**config.mk**
```make
export PLATFORM = sky130hd
export DESIGN_NAME = exh_sweep_engine
export DESIGN_NICKNAME = d
export VERILOG_FILES = /design/src/rtl/exh_sweep_engine.sv
export SDC_FILE = /design/constraint.sdc
export NUM_CORES = 1
export LEC_CHECK = 0
export CAP_MARGIN = 20
export CORE_MARGIN = 4
export CORE_UTILIZATION = 50
export DETAILED_ROUTE_END_ITERATION = 10
export PLACE_DENSITY = 0.78
export RECOVER_POWER = 100
export SLEW_MARGIN = 20
export SYNTH_ARGS = -nofsm -noshare
export SYNTH_HDL_FRONTEND = slang
export SYNTH_SLANG_ARGS = --single-unit
```
**constraint.sdc**
```tcl
create_clock -name CK -period 2.59 [get_ports CK]
set_input_delay 0.3885 -clock CK [delete_from_list [all_inputs] [get_ports CK]]
set_output_delay 0.3885 -clock CK [all_outputs]
set_load 0.01 [all_outputs]
```
**src/rtl/exh_sweep_engine.sv**
```systemverilog
// exh_sweep_engine
//   Exhaustive-stimulus sequencer with response capture. Walks every
//   N_WIDTH-bit input vector in binary or Gray order. Each vector is held for
//   HOLD_CYCLES cycles, and then the DUT response is sampled. The
//   {vector, response} record is offered on a valid/ready port, and every
//   response is folded into a MISR signature.
//
// Ports
//   CK         in   clock, all state updates on the rising edge
//   reset      in   synchronous active-low reset
//   start      in   begin a sweep (honoured in IDLE or DONE only)
//   abort      in   terminate a running sweep, return to IDLE
//   dut_out    in   [OUT_WIDTH]  DUT response
//   stim       out  [N_WIDTH]    vector driven to the DUT
//   busy       out  high while applying or capturing
//   cap_valid  out  capture record valid
//   cap_ready  in   logger accepts the record
//   cap_vec    out  [N_WIDTH]    vector of the current record
//   cap_resp   out  [OUT_WIDTH]  sampled response
//   done       out  sweep complete, held until next start or reset
//   signature  out  [SIG_WIDTH]  MISR value
module exh_sweep_engine #(
  parameter int unsigned             N_WIDTH     = 7,
  parameter int unsigned             OUT_WIDTH   = 1,
  parameter int unsigned             HOLD_CYCLES = 1,
  parameter int unsigned             GRAY_MODE   = 0,
  parameter int unsigned             SIG_WIDTH   = 16,
  parameter logic [SIG_WIDTH-1:0]    SIG_POLY    = 16'h1021,
  parameter logic [SIG_WIDTH-1:0]    SIG_SEED    = 16'hFFFF
) (
  input  logic                 CK,
  input  logic                 reset,
  input  logic                 start,
  input  logic                 abort,
  input  logic [OUT_WIDTH-1:0] dut_out,
  output logic [N_WIDTH-1:0]   stim,
  output logic                 busy,
  output logic                 cap_valid,
  input  logic                 cap_ready,
  output logic [N_WIDTH-1:0]   cap_vec,
  output logic [OUT_WIDTH-1:0] cap_resp,
  output logic                 done,
  output logic [SIG_WIDTH-1:0] signature
);

  localparam int unsigned HCW = (HOLD_CYCLES > 1) ? $clog2(HOLD_CYCLES) : 1;
  localparam logic [HCW-1:0] HOLD_LOAD = HCW'(HOLD_CYCLES - 1);
  localparam logic [N_WIDTH:0] IDX_LAST = {1'b0, {N_WIDTH{1'b1}}};

  typedef enum logic [1:0] {
    S_IDLE,
    S_APPLY,
    S_CAPTURE,
    S_DONE
  } state_t;

  state_t             state;
  state_t             state_next;
  logic [N_WIDTH:0]   idx;
  logic [N_WIDTH:0]   idx_nxt;
  logic [HCW-1:0]     hold;
  logic               launch;
  logic               capture;
  logic               accept;
  logic               kill;
  logic               last;

  function automatic logic [N_WIDTH-1:0] vec_of(input logic [N_WIDTH-1:0] i);
    return (GRAY_MODE != 0) ? (i ^ (i >> 1)) : i;
  endfunction

  function automatic logic [SIG_WIDTH-1:0] misr_next(input logic [SIG_WIDTH-1:0] s,
                                                     input logic [SIG_WIDTH-1:0] d);
    return {s[SIG_WIDTH-2:0], 1'b0} ^ (s[SIG_WIDTH-1] ? SIG_POLY : '0) ^ d;
  endfunction

  assign idx_nxt = idx + 1'b1;
  assign last    = (idx == IDX_LAST);

  always_ff @(posedge CK) begin
    if (!reset) begin
      state <= S_IDLE;
    end else begin
      state <= state_next;
    end
  end

  // abort has priority over every other transition, including start in IDLE/DONE
  always_comb begin
    state_next = state;
    launch     = 1'b0;
    capture    = 1'b0;
    accept     = 1'b0;
    kill       = 1'b0;
    case (state)
      S_IDLE, S_DONE: begin
        if (start && !abort) begin
          state_next = S_APPLY;
          launch     = 1'b1;
        end
      end
      S_APPLY: begin
        if (abort) begin
          state_next = S_IDLE;
          kill       = 1'b1;
        end else if (hold == '0) begin
          state_next = S_CAPTURE;
          capture    = 1'b1;
        end
      end
      S_CAPTURE: begin
        if (abort) begin
          state_next = S_IDLE;
          kill       = 1'b1;
        end else if (cap_valid && cap_ready) begin
          accept     = 1'b1;
          state_next = last ? S_DONE : S_APPLY;
        end
      end
      default: state_next = S_IDLE;
    endcase
  end

  always_ff @(posedge CK) begin
    if (!reset) begin
      stim      <= '0;
      cap_vec   <= '0;
      cap_resp  <= '0;
      idx       <= '0;
      hold      <= '0;
      cap_valid <= 1'b0;
      busy      <= 1'b0;
      done      <= 1'b0;
      signature <= SIG_SEED;
    end else begin
      busy <= (state_next == S_APPLY) || (state_next == S_CAPTURE);
      done <= (state_next == S_DONE);

      if (state == S_APPLY && hold != '0) begin
        hold <= hold - 1'b1;
      end

      if (launch) begin
        idx       <= '0;
        stim      <= vec_of('0);
        signature <= SIG_SEED;
        hold      <= HOLD_LOAD;
      end

      // stim still holds the vector being sampled, so it doubles as cap_vec here
      if (capture) begin
        cap_resp  <= dut_out;
        cap_vec   <= stim;
        cap_valid <= 1'b1;
        signature <= misr_next(signature, SIG_WIDTH'({stim, dut_out}));
      end

      if (accept) begin
        cap_valid <= 1'b0;
        if (!last) begin
          idx  <= idx_nxt;
          stim <= vec_of(idx_nxt[N_WIDTH-1:0]);
          hold <= HOLD_LOAD;
        end
      end

      if (kill) begin
        cap_valid <= 1'b0;
      end
    end
  end

endmodule

```
==> results.cfg, run 1 <==
[clocking]
clock_tree.buffer_depth = 2
cts_setup_buffers = 0
cts_buffers = 5
clk_pin_slew_ns = 0.08
cts_root_buf = clkbuf_8
postCtsHoldBufs = 0
clock-sinks = 45
clk_latency_ns = 0.30
cts-htree-levels = 2
cts_resized = 0
cts_tree = done

[timing]
maxSlewHeadroom_pct = 18.0
drv_slew = 0
max_freq_ghz = 0.454
setup_tns_ns = 0
fin_worst_skew_ns = 0.00704
setup_slack_ns = 0.389
hold_violations = 0
period_share_pct = 85.0
setup_viol = 0
tightest_slew_ns = 1.23
rsz0062_at_grt = false
period_needed_ns = 2.20
holdWs_ns = 0.453

[floorplan]
start_util_pct = 52.1
dieArea_um2 = 4900
die_h_um = 70.0
io_pins = 40
die_w_um = 70.0
rows = 22
core_area_um2 = 3690

[place]
place_ws_ns = 0.346
dp_cells = 286
dp_hpwl_um = 2950
portBuffers = 39
gp_congestion = 0.802

[grt]
grt.total_usage_pct = 16.9
grt_pass1_wl_um = 6810
grt_pass1_vias = 1471
overflow = 0
grt_max_degree = 25
antenna_found_initial = 0

[route]
routed_via_density = 5.49
drt_iter0_drc = 94
wl_um = 4060
num_vias = 1614
ant_nets = 0
drcViolationCount = 0
drtPass1Iterations = 4
wl_per_cell_um = 13.8

[critical_path]
r2r_end = busy
reg2reg_slack_ns = 0.39
reg2reg_depth = 7
critical_path_required_ns = 2.80
worstReg2RegStart = idx[0]
cp-start-kind = flip-flop
critPathMaxFanout = 5
crit_path_end_kind = flip-flop
arrival_ns = 2.41
path_class = flip-flop to flip-flop

[cells_and_area]
regArea_um2 = 901
nNetsFinal = 255
final_cells = 294
multi_input_area_um2 = 915
fillers = 326
syn_to_final_growth_pct = 24.4
n_antenna_cell = 0
drive_gt1_share_pct = 11.4

[yosys]
synth_flop_cell = dfxtp_1
synth_top_family_by_area = compound AO/OA/AOI/OAI gates
postSynthNetCount = 218
synth_area_leaders = dfxtp_1 47%, nand2_1 7.8%, o22ai_1 5.5%, a21oi_1 4.7%, a21o_2 4.1%
synth_xor_area_share_pct = 5.01
synthAdderAreaFrac_pct = 2.60
synth-compound-area-share_pct = 21.7
synth_cell_types = 43
yosysTopAreaCell = dfxtp_1
yosysTopAreaCellShare_pct = 46.8
synth_edf_count = 0
seq_area_frac_synth_pct = 46.8
yosysMostFrequentCell = dfxtp_1
postSynth.asyncResetShare_pct = 0
synth_seq_cells = 45
syn_inst = 208
synth_warnings = 0
synthTopCellsByCount = 45 x dfxtp_1, 40 x nand2_1, 18 x a21oi_1
synth.cell_area_um2 = 1920
synth.area.mux_share_pct = 0
avgSynthCellArea_um2 = 9.25
synth-simple-area-share_pct = 19.8

[pwr]
p_sw_mw = 0.286
combPwrFrac_pct = 6.4
pwr_density_cell_nw_per_um2 = 514
switching_share_pct = 23.2
power_frac_clock_pct = 36.6
p_int_mw = 0.945
p_seq_share_pct = 57.0
p_leak_nw = 0.867
irDropWorstVdd_mv = 0.301
total_power_mw = 1.23

[worst_hold_path]
whs_path_depth = 2
hold_class = flip-flop to flip-flop
min_to = cap_vec[2]
hp-start = cap_vec[2]

[flow_run]
cap_violations = 0

[outcome]
outcome = completed
cells by family (layout without fill, tap and decap cells):
family / count (synthesis) / count (layout)
xor gates and xnor gates: 11 / 11
DFF: 45 / 45
adders and majority gates: 4 / 4
AOI/OAI and AO/OA: 60 / 60
buffers and inverters: 15 / 53
and+or+nand+nor: 73 / 73
stage by stage:
stage	utilization, %	instance area, um2
2_1_floorplan	-	1920
3_3_place_gp	63.0	2320
3_5_place_dp	63.0	2320
4_1_cts	65.6	2420
5_1_grt	64.9	2390
6_report	64.9	2390
layer usage:
metal	vias to the layer above	routed length [um]	track usage, %
met5	-	0	0
met4	0	34	6.38
met3	4	224	4.32
met2	34	1930	26.7
met1	758	1880	22.3
li1	818	-	-
layout make-up:
class / count / area share [%]
Clock buffer: 6 / 3.45
Clock inverter: 2 / 0.575
Tap cell: 48 / 2.51
Inverter: 4 / 0.628
Sequential cell: 45 / 37.7
Multi-Input combinational cell: 148 / 38.2
Timing Repair Buffer: 41 / 16.9
how the worst max path moves through the flow:
stage | startpoint | end | slack, ns | cells past startpoint
global route | idx[0] | hold | 0.22 | 5
CTS | idx[0] | busy | 0.49 | 7
finish | idx[0] | busy | 0.39 | 7
detailed placement | cap_ready | busy | 0.35 | 7
global placement | cap_ready | busy | 0.33 | 7
floorplan | idx[0] | busy | 0.77 | 7
sequential cells by signal, summed over array words and instances, names as in the netlist:
| register | count |
|---|---|
| cap_resp | 1 |
| stim | 7 |
| signature | 16 |
| idx | 8 |
| hold | 1 |
| busy | 1 |
| cap_valid | 1 |
| cap_vec | 7 |
| done | 1 |
| state | 2 |
layout by cell type, fill, tap and decap left out, types with 2 or more instances in the layout:
| master | count |
|---|---|
| buf_4 | 2 |
| nand2_1 | 40 |
| inv_1 | 4 |
| o22ai_1 | 17 |
| dfxtp_1 | 45 |
| o31ai_1 | 2 |
| nand3_1 | 8 |
| nand2b_1 | 2 |
| nor3_1 | 2 |
| a22o_2 | 3 |
| clkbuf_8 | 6 |
| dlygate4sd3_1 | 35 |
| ha_1 | 4 |
| xnor2_1 | 2 |
| or3_1 | 2 |
| a21oi_1 | 18 |
| nor2_1 | 3 |
| and2_1 | 2 |
| xor2_1 | 9 |
| o21ai_0 | 2 |
| a21o_2 | 9 |
| clkdlybuf4s50_1 | 4 |
| or2_2 | 2 |
power by group through the flow:
stage	registers, mW	logic, mW	clock network, mW
global placement	0.718	0.0801	0
global route	0.703	0.0868	0.479
finish	0.702	0.0789	0.450
CTS	0.702	0.0811	0.457
detailed placement	0.718	0.0808	0
floorplan	0.720	0.0521	0
critical path: stages, from the launching register on:
cell	delay, ns
dfxtp_1	0.40
ha_1	0.28
nand4_1	0.25
nor4_1	0.39
a311oi_1	0.12
o31ai_1	0.25
ha_1	0.27
and2_1	0.15
Note: power is estimated with default switching activity, not from simulation.
==> inputs of run 2 (changes only) <==
Clock period 2.59 ns to 2.1 ns, I/O delays scaled along.
==> results.cfg, run 2 (synthesis results as in run 1) <==
[cells_and_area]
nNetsFinal = 263
layout_common_cells = 44 x dfxtp_1, 40 x nand2_1, 34 x dlygate4sd3_1
reg_top3 = signature: 16 flops, idx: 8 flops
n_antenna_cell = 0
post-route-util_pct = 67.8
final_cells = 302
drive_gt1_share_pct = 14.2
largest_reg_flops = 16
mostFrequentLayoutCell = dfxtp_1
regMostFlops = signature
syn_to_final_growth_pct = 30.1

[pwr]
total_power_mw = 1.64
irDropWorstVdd_mv = 0.506
p_int_mw = 1.29
p_sw_mw = 0.344
p_leak_nw = 0.924
power_frac_clock_pct = 40.7
p_seq_share_pct = 52.9
switching_share_pct = 21.0
pwr_density_cell_nw_per_um2 = 654
combPwrFrac_pct = 6.5

[clocking]
cts_root_buf = clkbuf_8
clock_tree.buffer_depth = 2
clk_latency_ns = 0.30
cts_tree = done
cts-htree-levels = 2
clock-sinks = 45
cts_buffers = 5
clk_pin_slew_ns = 0.08
postCtsHoldBufs = 0

[timing]
fin_worst_skew_ns = 0.00417
drv_slew = 0
period_share_pct = 91.9
setup_slack_ns = 0.170
hold_violations = 0
max_freq_ghz = 0.518
rsz0062_at_grt = false
tightest_slew_ns = 0.420
setup_tns_ns = 0
setup_viol = 0
maxSlewHeadroom_pct = 72.0
period_needed_ns = 1.93

[route]
drtPass1Iterations = 4
ant_nets = 0
wl_per_cell_um = 14.1
num_vias = 1663
drcViolationCount = 0
drt_iter0_drc = 79
routed_via_density = 5.51
wl_um = 4250

[place]
dp_cells = 294
place_ws_ns = 0.0126
dp_hpwl_um = 3070
gp_congestion = 0.851
portBuffers = 39

[floorplan]
dieArea_um2 = 4900
io_pins = 40
die_h_um = 70.0
rows = 22
start_util_pct = 52.1
core_area_um2 = 3690
die_w_um = 70.0

[grt]
overflow = 0
grt_max_degree = 23
antenna_found_initial = 0
grt_pass1_vias = 1434
grt.total_usage_pct = 17.4
grt_pass1_wl_um = 6870

[flow_run]
cap_violations = 0

[critical_path]
path_cells = ha_4 -> nand4_4 -> nor4_2 -> a311oi_1 -> o31ai_1 -> ha_1 -> and2_1
critPathSlowestCell = dfxtp_1
crit_path_end_kind = flip-flop
cp-start-kind = flip-flop
critPathMaxFanout = 5
arrival_ns = 2.13
critical_path_required_ns = 2.30
crit_path_max_incr_delay_ns = 0.42
path_class = flip-flop to flip-flop

[worst_hold_path]
hold_class = flip-flop to flip-flop

[outcome]
outcome = completed
==> run 2: repair_timing <==
item                                    4_1_cts  5_1_grt
endpoints found under the setup margin        0        1
buffers inserted                              0        0
resized for setup                             0        6
==> run 2: final cells by class <==
type	count	area [um2]
clock inverter	1	30.0
tap	48	60.1
timing repair buffer	49	459
fill	307	1190
inverter	4	15.0
multi-input combinational	148	950
sequential	45	902
clock buffer	7	86.3
==> run 2: worst paths after layout <==
path              cells past startpoint     start        to  slack, ns
setup / recovery                      7    idx[1]      busy       0.17
hold / removal                        2  cap_resp  cap_resp       0.45
setup reg to reg                      7    idx[1]      busy       0.17
hold reg to reg                       2  cap_resp  cap_resp       0.45
==> run 2: routing by layer <==
metal	vias up	wire length [um]	GRT usage, %
li1	833	-	-
met1	784	2020	23.8
met2	38	1950	25.6
met3	8	195	4.46
met4	0	80	7.66
met5	-	0	0
==> run 2: power by group through the flow <==
stage                     clock [mW]  sequential (mW)  combinational [mW]
after CTS                      0.680            0.866               0.108
after global placement             0            0.886               0.107
final                          0.666            0.866               0.106
after detailed placement           0            0.886               0.108
after global routing           0.712            0.867               0.117
after floorplan                    0            0.888              0.0642
==> run 2: worst max-delay path: cells and delay by family (launching register included) <==
kind	cells	cell delay [ns]
DFF	1	0.42
adders and majority gates	2	0.47
and+or+nand+nor	3	0.58
AOI/OAI and AO/OA	2	0.38
==> run 2: per-stage QoR <==
step	hold WS (ns)	cell area, um2
6_report	0.454	2500
5_1_grt	0.478	2500
4_1_cts	0.458	2500
3_5_place_dp	0.447	2380
3_3_place_gp	0.445	2380
2_1_floorplan	0.451	1920
